$ cat src/rtl/mem_port_arbiter_pkg.sv
// ---------------------------------------------------------------------------
// mem_arb_pkg : owner/tag types and latency legality helpers for mem_port_arbiter
// Revision    : 1.0
// ---------------------------------------------------------------------------
`default_nettype none

package mem_arb_pkg;

  localparam int c_MEM_LAT_MIN = 1;
  localparam int c_MEM_LAT_MAX = 4;

  typedef enum logic {
    OWN_IF = 1'b0,
    OWN_D  = 1'b1
  } owner_e;

  typedef struct packed {
    logic   valid;
    owner_e owner;
    logic   killed;
  } tag_t;

  localparam tag_t c_TAG_IDLE = '{valid: 1'b0, owner: OWN_IF, killed: 1'b0};

  function automatic bit mem_lat_legal(input int lat);
    return (lat >= c_MEM_LAT_MIN) && (lat <= c_MEM_LAT_MAX);
  endfunction

  // A redirect only squashes fetch traffic; data tags pass through untouched.
  function automatic tag_t kill_fetch(input tag_t t, input logic kill);
    tag_t r;
    r = t;
    if (kill && t.valid && (t.owner == OWN_IF)) r.killed = 1'b1;
    return r;
  endfunction

endpackage

`default_nettype wire

$ cat src/rtl/mem_port_arbiter_if.sv
// ---------------------------------------------------------------------------
// mem_port_arbiter_if : fetch, data and memory-macro signals of mem_port_arbiter
// Revision            : 1.0
// ---------------------------------------------------------------------------
`default_nettype none

interface mem_port_arbiter_if #(
  parameter int ADDR_W = 14,
  parameter int DATA_W = 64
);
  localparam int BE_W = DATA_W / 8;

  logic              if_req;
  logic [ADDR_W-1:0] if_addr;
  logic              if_kill;
  logic              if_gnt;
  logic              if_rvalid;
  logic [DATA_W-1:0] if_rdata;

  logic              d_req;
  logic              d_we;
  logic [BE_W-1:0]   d_be;
  logic [ADDR_W-1:0] d_addr;
  logic [DATA_W-1:0] d_wdata;
  logic              d_gnt;
  logic              d_rvalid;
  logic [DATA_W-1:0] d_rdata;

  logic              mem_en;
  logic [BE_W-1:0]   mem_we;
  logic [ADDR_W-1:0] mem_addr;
  logic [DATA_W-1:0] mem_wdata;
  logic [DATA_W-1:0] mem_rdata;

  logic              stall_if;
  logic              stall_mem;

  modport slave (
    input  if_req, if_addr, if_kill,
    output if_gnt, if_rvalid, if_rdata,
    input  d_req, d_we, d_be, d_addr, d_wdata,
    output d_gnt, d_rvalid, d_rdata,
    output mem_en, mem_we, mem_addr, mem_wdata,
    input  mem_rdata,
    output stall_if, stall_mem
  );

  modport master (
    output if_req, if_addr, if_kill,
    input  if_gnt, if_rvalid, if_rdata,
    output d_req, d_we, d_be, d_addr, d_wdata,
    input  d_gnt, d_rvalid, d_rdata,
    input  mem_en, mem_we, mem_addr, mem_wdata,
    output mem_rdata,
    input  stall_if, stall_mem
  );

endinterface

`default_nettype wire

$ cat src/rtl/mem_port_arbiter_arb_resp_pipe.sv
// ---------------------------------------------------------------------------
// arb_resp_pipe : DEPTH-stage owner-tag shift register with fetch-kill marking
// Revision      : 1.0
// ---------------------------------------------------------------------------
`default_nettype none

module arb_resp_pipe
  import mem_arb_pkg::*;
#(
  parameter int DEPTH = 1
) (
  input  wire logic clk,
  input  wire logic resetn,
  input  wire tag_t i_push,
  input  wire logic i_kill,
  output tag_t      o_tag
);

  tag_t r_tags [DEPTH];

  always_ff @(posedge clk or negedge resetn) begin
    if (!resetn) begin
      for (int k = 0; k < DEPTH; k++) r_tags[k] <= c_TAG_IDLE;
    end else begin
      r_tags[0] <= kill_fetch(i_push, i_kill);
      for (int k = 1; k < DEPTH; k++) r_tags[k] <= kill_fetch(r_tags[k-1], i_kill);
    end
  end

  assign o_tag = r_tags[DEPTH-1];

endmodule

`default_nettype wire

$ cat src/rtl/mem_port_arbiter.sv
// ---------------------------------------------------------------------------
// mem_port_arbiter : shares one pipelined single-port memory between fetch and
//                    data ports; optional fetch starvation guard enabled by
//                    macro MEM_ARB_STARVE_GUARD_EN
// Revision         : 1.0
// ---------------------------------------------------------------------------
`default_nettype none

module mem_port_arbiter
  import mem_arb_pkg::*;
#(
  parameter int ADDR_W     = 14,
  parameter int DATA_W     = 64,
  parameter int MEM_LAT    = 1,
  parameter int STARVE_MAX = 4
) (
  input  wire logic         clk,
  input  wire logic         resetn,
  mem_port_arbiter_if.slave io_bus
);

  localparam int BE_W = DATA_W / 8;

  if (!mem_lat_legal(MEM_LAT)) begin : g_bad_mem_lat
    $error("mem_port_arbiter: MEM_LAT=%0d is outside 1..4", MEM_LAT);
  end

  logic              w_force_if;
  logic              w_if_gnt;
  logic              w_d_gnt;
  logic [ADDR_W-1:0] w_mem_addr;
  logic [DATA_W-1:0] w_mem_wdata;
  logic [BE_W-1:0]   w_mem_we;
  tag_t              w_push;
  tag_t              w_out;
  logic              w_resp_if;
  logic              w_resp_d;

  logic              r_if_rvalid;
  logic              r_d_rvalid;
  logic [DATA_W-1:0] r_if_rdata;
  logic [DATA_W-1:0] r_d_rdata;

`ifdef MEM_ARB_STARVE_GUARD_EN
  if (STARVE_MAX < 1) begin : g_bad_starve_max
    $error("mem_port_arbiter: STARVE_MAX=%0d must be at least 1", STARVE_MAX);
  end

  localparam int CNT_W = $clog2(STARVE_MAX + 1);
  logic [CNT_W-1:0] r_starve_cnt;

  assign w_force_if = io_bus.if_req & ~io_bus.if_kill & io_bus.d_req &
                      (r_starve_cnt == CNT_W'(STARVE_MAX));

  // Counts consecutive data wins over a live fetch; any fetch grant or idle fetch restarts it.
  always_ff @(posedge clk or negedge resetn) begin
    if (!resetn) begin
      r_starve_cnt <= '0;
    end else if (w_if_gnt || !io_bus.if_req) begin
      r_starve_cnt <= '0;
    end else if (w_d_gnt && !io_bus.if_kill) begin
      r_starve_cnt <= r_starve_cnt + 1'b1;
    end
  end
`else
  if (STARVE_MAX < 0) begin : g_bad_starve_max
    $error("mem_port_arbiter: STARVE_MAX=%0d must not be negative", STARVE_MAX);
  end

  assign w_force_if = 1'b0;
`endif

  always_comb begin
    w_d_gnt  = io_bus.d_req & ~w_force_if;
    w_if_gnt = io_bus.if_req & ~io_bus.if_kill & (~io_bus.d_req | w_force_if);

    w_mem_addr  = '0;
    w_mem_wdata = '0;
    w_mem_we    = '0;
    if (w_d_gnt) begin
      w_mem_addr  = io_bus.d_addr;
      w_mem_wdata = io_bus.d_wdata;
      if (io_bus.d_we) w_mem_we = io_bus.d_be;
    end else if (w_if_gnt) begin
      w_mem_addr = io_bus.if_addr;
    end

    w_push        = c_TAG_IDLE;
    w_push.valid  = w_if_gnt | (w_d_gnt & ~io_bus.d_we);
    w_push.owner  = w_d_gnt ? OWN_D : OWN_IF;
  end

  arb_resp_pipe #(
    .DEPTH (MEM_LAT)
  ) u_resp_pipe (
    .clk    (clk),
    .resetn (resetn),
    .i_push (w_push),
    .i_kill (io_bus.if_kill),
    .o_tag  (w_out)
  );

  // A kill arriving with the fetch response itself must also suppress it.
  assign w_resp_if = w_out.valid & ~w_out.killed & (w_out.owner == OWN_IF) & ~io_bus.if_kill;
  assign w_resp_d  = w_out.valid & ~w_out.killed & (w_out.owner == OWN_D);

  always_ff @(posedge clk or negedge resetn) begin
    if (!resetn) begin
      r_if_rvalid <= 1'b0;
      r_d_rvalid  <= 1'b0;
      r_if_rdata  <= '0;
      r_d_rdata   <= '0;
    end else begin
      r_if_rvalid <= w_resp_if;
      r_d_rvalid  <= w_resp_d;
      if (w_resp_if) r_if_rdata <= io_bus.mem_rdata;
      if (w_resp_d)  r_d_rdata  <= io_bus.mem_rdata;
    end
  end

  assign io_bus.if_gnt    = w_if_gnt;
  assign io_bus.d_gnt     = w_d_gnt;
  assign io_bus.mem_en    = w_if_gnt | w_d_gnt;
  assign io_bus.mem_we    = w_mem_we;
  assign io_bus.mem_addr  = w_mem_addr;
  assign io_bus.mem_wdata = w_mem_wdata;
  assign io_bus.stall_if  = io_bus.if_req & ~w_if_gnt;
  assign io_bus.stall_mem = io_bus.d_req & ~w_d_gnt;
  assign io_bus.if_rvalid = r_if_rvalid;
  assign io_bus.if_rdata  = r_if_rdata;
  assign io_bus.d_rvalid  = r_d_rvalid;
  assign io_bus.d_rdata   = r_d_rdata;

endmodule

`default_nettype wire

$ cat src/flat_wrapper.sv
// flat-port wrapper written by rule: the top's interface ports become plain ports
module mem_port_arbiter_flat import mem_arb_pkg::*;
#(
  parameter int ADDR_W     = 14,
  parameter int DATA_W     = 64,
  parameter int MEM_LAT    = 1,
  parameter int STARVE_MAX = 4
)
  (clk, resetn, io_bus_if_req, io_bus_if_addr, io_bus_if_kill, io_bus_if_gnt, io_bus_if_rvalid, io_bus_if_rdata, io_bus_d_req, io_bus_d_we, io_bus_d_be, io_bus_d_addr, io_bus_d_wdata, io_bus_d_gnt, io_bus_d_rvalid, io_bus_d_rdata, io_bus_mem_en, io_bus_mem_we, io_bus_mem_addr, io_bus_mem_wdata, io_bus_mem_rdata, io_bus_stall_if, io_bus_stall_mem);
  mem_port_arbiter_if #(.ADDR_W(ADDR_W), .DATA_W(DATA_W)) io_bus_i ();
  input  wire logic clk;
  input  wire logic resetn;
  input wire logic [$bits(io_bus_i.if_req)-1:0] io_bus_if_req;
  input wire logic [$bits(io_bus_i.if_addr)-1:0] io_bus_if_addr;
  input wire logic [$bits(io_bus_i.if_kill)-1:0] io_bus_if_kill;
  output wire logic [$bits(io_bus_i.if_gnt)-1:0] io_bus_if_gnt;
  output wire logic [$bits(io_bus_i.if_rvalid)-1:0] io_bus_if_rvalid;
  output wire logic [$bits(io_bus_i.if_rdata)-1:0] io_bus_if_rdata;
  input wire logic [$bits(io_bus_i.d_req)-1:0] io_bus_d_req;
  input wire logic [$bits(io_bus_i.d_we)-1:0] io_bus_d_we;
  input wire logic [$bits(io_bus_i.d_be)-1:0] io_bus_d_be;
  input wire logic [$bits(io_bus_i.d_addr)-1:0] io_bus_d_addr;
  input wire logic [$bits(io_bus_i.d_wdata)-1:0] io_bus_d_wdata;
  output wire logic [$bits(io_bus_i.d_gnt)-1:0] io_bus_d_gnt;
  output wire logic [$bits(io_bus_i.d_rvalid)-1:0] io_bus_d_rvalid;
  output wire logic [$bits(io_bus_i.d_rdata)-1:0] io_bus_d_rdata;
  output wire logic [$bits(io_bus_i.mem_en)-1:0] io_bus_mem_en;
  output wire logic [$bits(io_bus_i.mem_we)-1:0] io_bus_mem_we;
  output wire logic [$bits(io_bus_i.mem_addr)-1:0] io_bus_mem_addr;
  output wire logic [$bits(io_bus_i.mem_wdata)-1:0] io_bus_mem_wdata;
  input wire logic [$bits(io_bus_i.mem_rdata)-1:0] io_bus_mem_rdata;
  output wire logic [$bits(io_bus_i.stall_if)-1:0] io_bus_stall_if;
  output wire logic [$bits(io_bus_i.stall_mem)-1:0] io_bus_stall_mem;
  assign io_bus_i.if_req = io_bus_if_req;
  assign io_bus_i.if_addr = io_bus_if_addr;
  assign io_bus_i.if_kill = io_bus_if_kill;
  assign io_bus_if_gnt = io_bus_i.if_gnt;
  assign io_bus_if_rvalid = io_bus_i.if_rvalid;
  assign io_bus_if_rdata = io_bus_i.if_rdata;
  assign io_bus_i.d_req = io_bus_d_req;
  assign io_bus_i.d_we = io_bus_d_we;
  assign io_bus_i.d_be = io_bus_d_be;
  assign io_bus_i.d_addr = io_bus_d_addr;
  assign io_bus_i.d_wdata = io_bus_d_wdata;
  assign io_bus_d_gnt = io_bus_i.d_gnt;
  assign io_bus_d_rvalid = io_bus_i.d_rvalid;
  assign io_bus_d_rdata = io_bus_i.d_rdata;
  assign io_bus_mem_en = io_bus_i.mem_en;
  assign io_bus_mem_we = io_bus_i.mem_we;
  assign io_bus_mem_addr = io_bus_i.mem_addr;
  assign io_bus_mem_wdata = io_bus_i.mem_wdata;
  assign io_bus_i.mem_rdata = io_bus_mem_rdata;
  assign io_bus_stall_if = io_bus_i.stall_if;
  assign io_bus_stall_mem = io_bus_i.stall_mem;
  mem_port_arbiter #(.ADDR_W(ADDR_W), .DATA_W(DATA_W), .MEM_LAT(MEM_LAT), .STARVE_MAX(STARVE_MAX)) u_core (.clk(clk), .resetn(resetn), .io_bus(io_bus_i));
endmodule
$ cat config.mk
export PLATFORM = sky130hd
export DESIGN_NAME = mem_port_arbiter_flat
export DESIGN_NICKNAME = d
export VERILOG_FILES = /design/src/rtl/mem_port_arbiter_pkg.sv /design/src/rtl/mem_port_arbiter_if.sv /design/src/rtl/mem_port_arbiter_arb_resp_pipe.sv /design/src/rtl/mem_port_arbiter.sv /design/src/flat_wrapper.sv
export SDC_FILE = /design/constraint.sdc
export NUM_CORES = 1
export LEC_CHECK = 0
export CORE_AREA = 10 10 144 146
export DETAILED_ROUTE_END_ITERATION = 6
export DIE_AREA = 0 0 154 156
export DONT_BUFFER_PORTS = 1
export GPL_TIMING_DRIVEN = 1
export SLEW_MARGIN = 20
export SYNTH_ARGS = -nofsm -noshare
export SYNTH_HDL_FRONTEND = slang
export SYNTH_SLANG_ARGS = --single-unit
export TNS_END_PERCENT = 50
$ cat constraint.sdc
create_clock -name clk -period 3.55 [get_ports clk]
set_clock_uncertainty 0.1 [all_clocks]
set_input_delay 0.1775 -clock clk [delete_from_list [all_inputs] [get_ports clk]]
set_output_delay 0.1775 -clock clk [all_outputs]
set_load 0.005 [all_outputs]
Word level (Yosys, flattened, before mapping)
Cells that the tools add are included.
W data, S select, Z words.
{"block": "word_totals", "out_inout_bits": 221, "word_cells": 33, "reg_bits": 133}
{"block": "classes", "bitwise_logic": 17, "reduce_logical": 2, "muxes": 7}
{"op": "$mux W64", "count": 1}
{"op": "$mux W14", "count": 2}
{"op": "$mux W8", "count": 2}
{"op": "$and A1 B1 Y1", "count": 8}
{"op": "$not A1 Y1", "count": 7}
{"op": "$logic_and A1 B1 Y1", "count": 2}
{"op": "$mux W1", "count": 2}
{"op": "$or A1 B1 Y1", "count": 2}

Logic depth before layout (Yosys ltp)
{"block": "depth", "ltp_word": 7, "depth_mapped": 4, "ltp_nobuf": 2}

Cells and area by module
A second synthesis with hierarchy kept.
{"block": "hier_totals", "hier_cells": 414, "hier_area_um2": 5688.0}
{"mod": "mem_port_arbiter", "cells_each": 409, "seq_area_each_um2": 3253.1, "n_inst": 1, "area_per_inst_um2": 5601.6}
{"mod": "arb_resp_pipe", "cells_each": 5, "seq_area_each_um2": 75.1, "n_inst": 1, "area_per_inst_um2": 86.3}

Least setup slack after synthesis
Ideal clock, no wire load.
{"block": "synth_timing", "path_type": "register to register", "startpoint": "register u_core.u_resp_pipe.r_tags (netlist bit u_core.u_resp_pipe.o_tag[0])", "endpoint": "register u_core.r_if_rdata[14], in the netlist u_core.io_bus.if_rdata[14]", "setup_slack_ns": 2.008, "stages_incl_launch_ff": 5, "required_ns": 3.323, "period_less_slack_ns": 1.542, "arrival_ns": 1.315, "n_path_buf": 2, "setup_time_ns": 0.127, "path_cell_list": "dfrtp_1 > nor4b_2 > buf_4 > buf_8 > mux2_1"}
{"block": "synth_between", "elab_chain_len": 4}
{"item": "from (decl)", "line_no": "mem_port_arbiter_arb_resp_pipe.sv:19", "source": "tag_t r_tags [DEPTH];"}
{"item": "$not A1 Y1", "line_no": "mem_port_arbiter.sv:104", "source": "assign w_resp_if = w_out.valid & ~w_out.killed & (w_out.owner == OWN_IF) & ~io_bus.if_kill;"}
{"item": "$and A1 B1 Y1 (3 in series)", "line_no": "mem_port_arbiter.sv:104"}
{"item": "to (signal assigned)", "line_no": "mem_port_arbiter.sv:116", "source": "if (w_resp_if) r_if_rdata <= io_bus.mem_rdata;"}
{"item": "to (decl)", "line_no": "mem_port_arbiter.sv:41", "source": "logic [DATA_W-1:0] r_if_rdata;"}
Every way passes these cells.
A chain may end at the register's enable or synchronous reset.

Worst setup path after layout
{"block": "layout_timing", "startpoint": "register u_core.u_resp_pipe.r_tags (netlist bit u_core.u_resp_pipe.o_tag[0])", "endpoint": "register u_core.r_d_rdata[61], in the netlist u_core.io_bus.d_rdata[61]"}
{"block": "layout_between", "elab_chain_len": 3}
{"item": "$not A1 Y1", "line_no": "mem_port_arbiter.sv:105", "source": "assign w_resp_d = w_out.valid & ~w_out.killed & (w_out.owner == OWN_D);"}
{"item": "$and A1 B1 Y1 (2 in series)", "line_no": "mem_port_arbiter.sv:105"}
{"item": "to (signal assigned)", "line_no": "mem_port_arbiter.sv:117", "source": "if (w_resp_d) r_d_rdata <= io_bus.mem_rdata;"}
{"item": "to (decl)", "line_no": "mem_port_arbiter.sv:42", "source": "logic [DATA_W-1:0] r_d_rdata;"}
Every way passes these cells.

==> flow_summary.ini <==
[synthesis]
synth_cells = 412
netlist_area_um2 = 5677
synthSimpleGateAreaFrac_pct = 11.09
synth.area.mux_share_pct = 25.57
syn_area_per_cell_um2 = 13.78
synth_seq_area_share_pct = 58.63
synthAdderAreaFrac_pct = 0
synth_xor_area_share_pct = 0
ys_types = 19
yosys_register_bits = 133
synth_top_family_by_area = multiplexers
yosysWarnings = 0
synth_compound_area_share_pct = 1.367

[timing]
post-route-min-period_ps = 2077
slew_violations = 0
hold_violations = 0
slew_headroom_pct = 45.57
finalSetupViolations = 0
hold_slack_ps = 142.8
max_freq_mhz = 481.5
finalCritPeriodShare_pct = 58.50
rsz0062_at_grt = false
worstMarginPinSlew_ps = 814.0
fin_tns_setup_ps = 0

[critical_path]
crit_family = simple AND/OR/NAND/NOR gates
cp-end-kind = register
cpMaxStageDelayCell = nand3b_1
cp_max_fo = 50
crit_buf_inv = 1
required_ps = 3740
critPathMaxStageDelay_ps = 640
worstPathCellList = nand3b_1, buf_12, mux2_2
critPathLaunchType = register
worstPathArrival_ps = 2270
path_class = reg -> reg

[pwr]
power_uw = 4496
p_sw_share_pct = 27.77
p_int_uw = 3248
peakVddDrop_uv = 387.8
combinationalPowerShare_pct = 11.9
pwr-share-seq_pct = 49.1
powerDensity_nw_per_um2 = 630.9
clock_power_share_pct = 39.0
p_sw_uw = 1248
p_leak_uw = 0.003067

[clocking]
clk_pin_slew_ps = 60
cts_root_buffer = clkbuf_16
cts_sinks = 133
cts_buffers = 17
insertion_delay_ps = 410
cts_setup_buffers = 0
clockBufferDepth = 2
cts_tree = built
htreeDepth = 4

[grt]
grt.total_usage_pct = 16.42
grt_antenna_before_repair = 7
grt_max_degree = 134
grt_pass1_vias = 4046
grt-ovfl-total = 0
grt_first_pass_wirelength_mm = 29.66

[finish]
finalNonFillerCells = 720
post-route-util_pct = 39.95
multi_input_area_um2 = 2175
fin_nets = 645
seq_area_um2 = 3328
n_fill_cell = 1630
final_cell_mix = 133 x dfrtp_1, 79 x mux2_2, 67 x dlygate4sd3_1, 64 x and2_1, 49 x mux2_1
drive_gt1_share_pct = 23.77
syn2layout_area_growth_pct = 25.55
final_common_cell = dfrtp_1

[floorplan]
io_pins = 391
core_um2 = 17840
rows = 49
die_y_um = 156
start_util_pct = 31.82
dieArea_um2 = 24020
die_w_um = 154

[worst_hold_path]
holdCritPathClass = in -> reg

[placement]
gp_congestion = 1.031
numPlacedInstances = 617
dp_hpwl_mm = 16.89
portBuffers = 0

[route]
first_iter_violations = 85
route.detailed.drc = 0
detail_route.wirelength_mm = 20.93
drt_pass1_iterations = 4
ant_nets = 0
wl_per_cell_um = 29.07
num_vias = 3554
drt-vias-per-instance = 4.936

[job]
drv_cap = 0

[run_status]
status = complete, no violations
[worst reg2reg max path: cells and delay by family (launching register included)]
| family | cells | cell delay [ps] |
|---|---|---|
| buffers and inverters | 1 | 440 |
| DFF | 1 | 400 |
| muxes | 1 | 380 |
| and+or+nand+nor | 1 | 640 |
[metrics by stage]
stage                     cell area [um^2]  worst slack (ps)
after floorplan                       5680              2008
after global placement                5828              1524
after detailed placement              5828              1459
after CTS                             7119              1442
after global routing                  7127              1361
final                                 7127              1473
[power groups by stage]
| stage | Sequential (uW) | Clock (uW) | Combinational, uW |
|---|---|---|---|
| after floorplan | 2090 | 0 | 374 |
| after global placement | 2240 | 0 | 416 |
| after detailed placement | 2250 | 0 | 443 |
| after CTS | 2220 | 1800 | 552 |
| after global routing | 2260 | 1860 | 594 |
| final | 2210 | 1750 | 537 |
[cells by family after synthesis]
| logic type | count (synthesis) |
|---|---|
| multiplexers | 129 |
| AO/OA/AOI/OAI | 15 |
| flip-flops | 133 |
| other | 1 |
| buffers and inverters | 29 |
| AND/OR/NAND/NOR | 105 |
[routing by layer]
layer	wire (um)	track usage, %	share of wire [%]	vias to the layer above
li1	-	-	-	1520
met1	6290	14.12	30	1773
met2	11570	30.89	55	231
met3	2476	9.043	12	26
met4	572	6.208	2.7	4
met5	15	0	0.072	-
[flip-flops by register name, indices dropped and copies added (netlist names)]
signal	flops
u_core.io_bus.if_rvalid	1
u_core.io_bus.if_rdata	64
u_core.io_bus.d_rdata	64
u_core.u_resp_pipe.o_tag	3
u_core.io_bus.d_rvalid	1
[area by class of cell]
cell class / instances / area share [%]
sequential: 133 / 46.70
multi-input combinational: 251 / 30.51
timing repair buffer: 71 / 10.29
clock buffer: 17 / 5.969
tap: 229 / 4.020
clock inverter: 15 / 2.353
antenna: 3 / 0.1053
inverter: 1 / 0.05267
[Yosys cell counts, drive strengths merged]
cell type	n	area share, %
o21ai	14	1.2
dfrtp	133	59
inv	1	0.066
conb	1	0.066
and2	64	7.1
nor4b	1	0.26
o21a	1	0.13
mux2	128	25
nand3b	1	0.13
nand2	14	0.93
nand2b	16	1.8
nor2	1	0.066
mux2i	1	0.18
clkbuf	12	0.79
buf	16	2.4
and3	8	0.88
[final timing paths]
check | startpoint | to | slack, ps | cells after the start
worst max-delay path | u_core.u_resp_pipe.o_tag[0] | u_core.io_bus.d_rdata[61] | 1470 | 3
max in group asynchronous | resetn | u_core.io_bus.d_rdata[8] | 2550 | 2
worst max register to register | u_core.u_resp_pipe.o_tag[0] | u_core.io_bus.d_rdata[61] | 1470 | 3
min in group asynchronous | resetn | u_core.io_bus.if_rdata[19] | 290 | 2
worst min register to register | u_core.io_bus.if_rdata[37] | u_core.io_bus.if_rdata[37] | 430 | 1
worst min-delay path | io_bus_if_kill | u_core.io_bus.if_rvalid | 140 | 2
[repair_timing]
action,4_1_cts,5_1_grt
hold endpoints to repair,263,0
resized for setup,0,0
hold buffers,68,0
No activity file was read; power rests on OpenSTA's default activity.
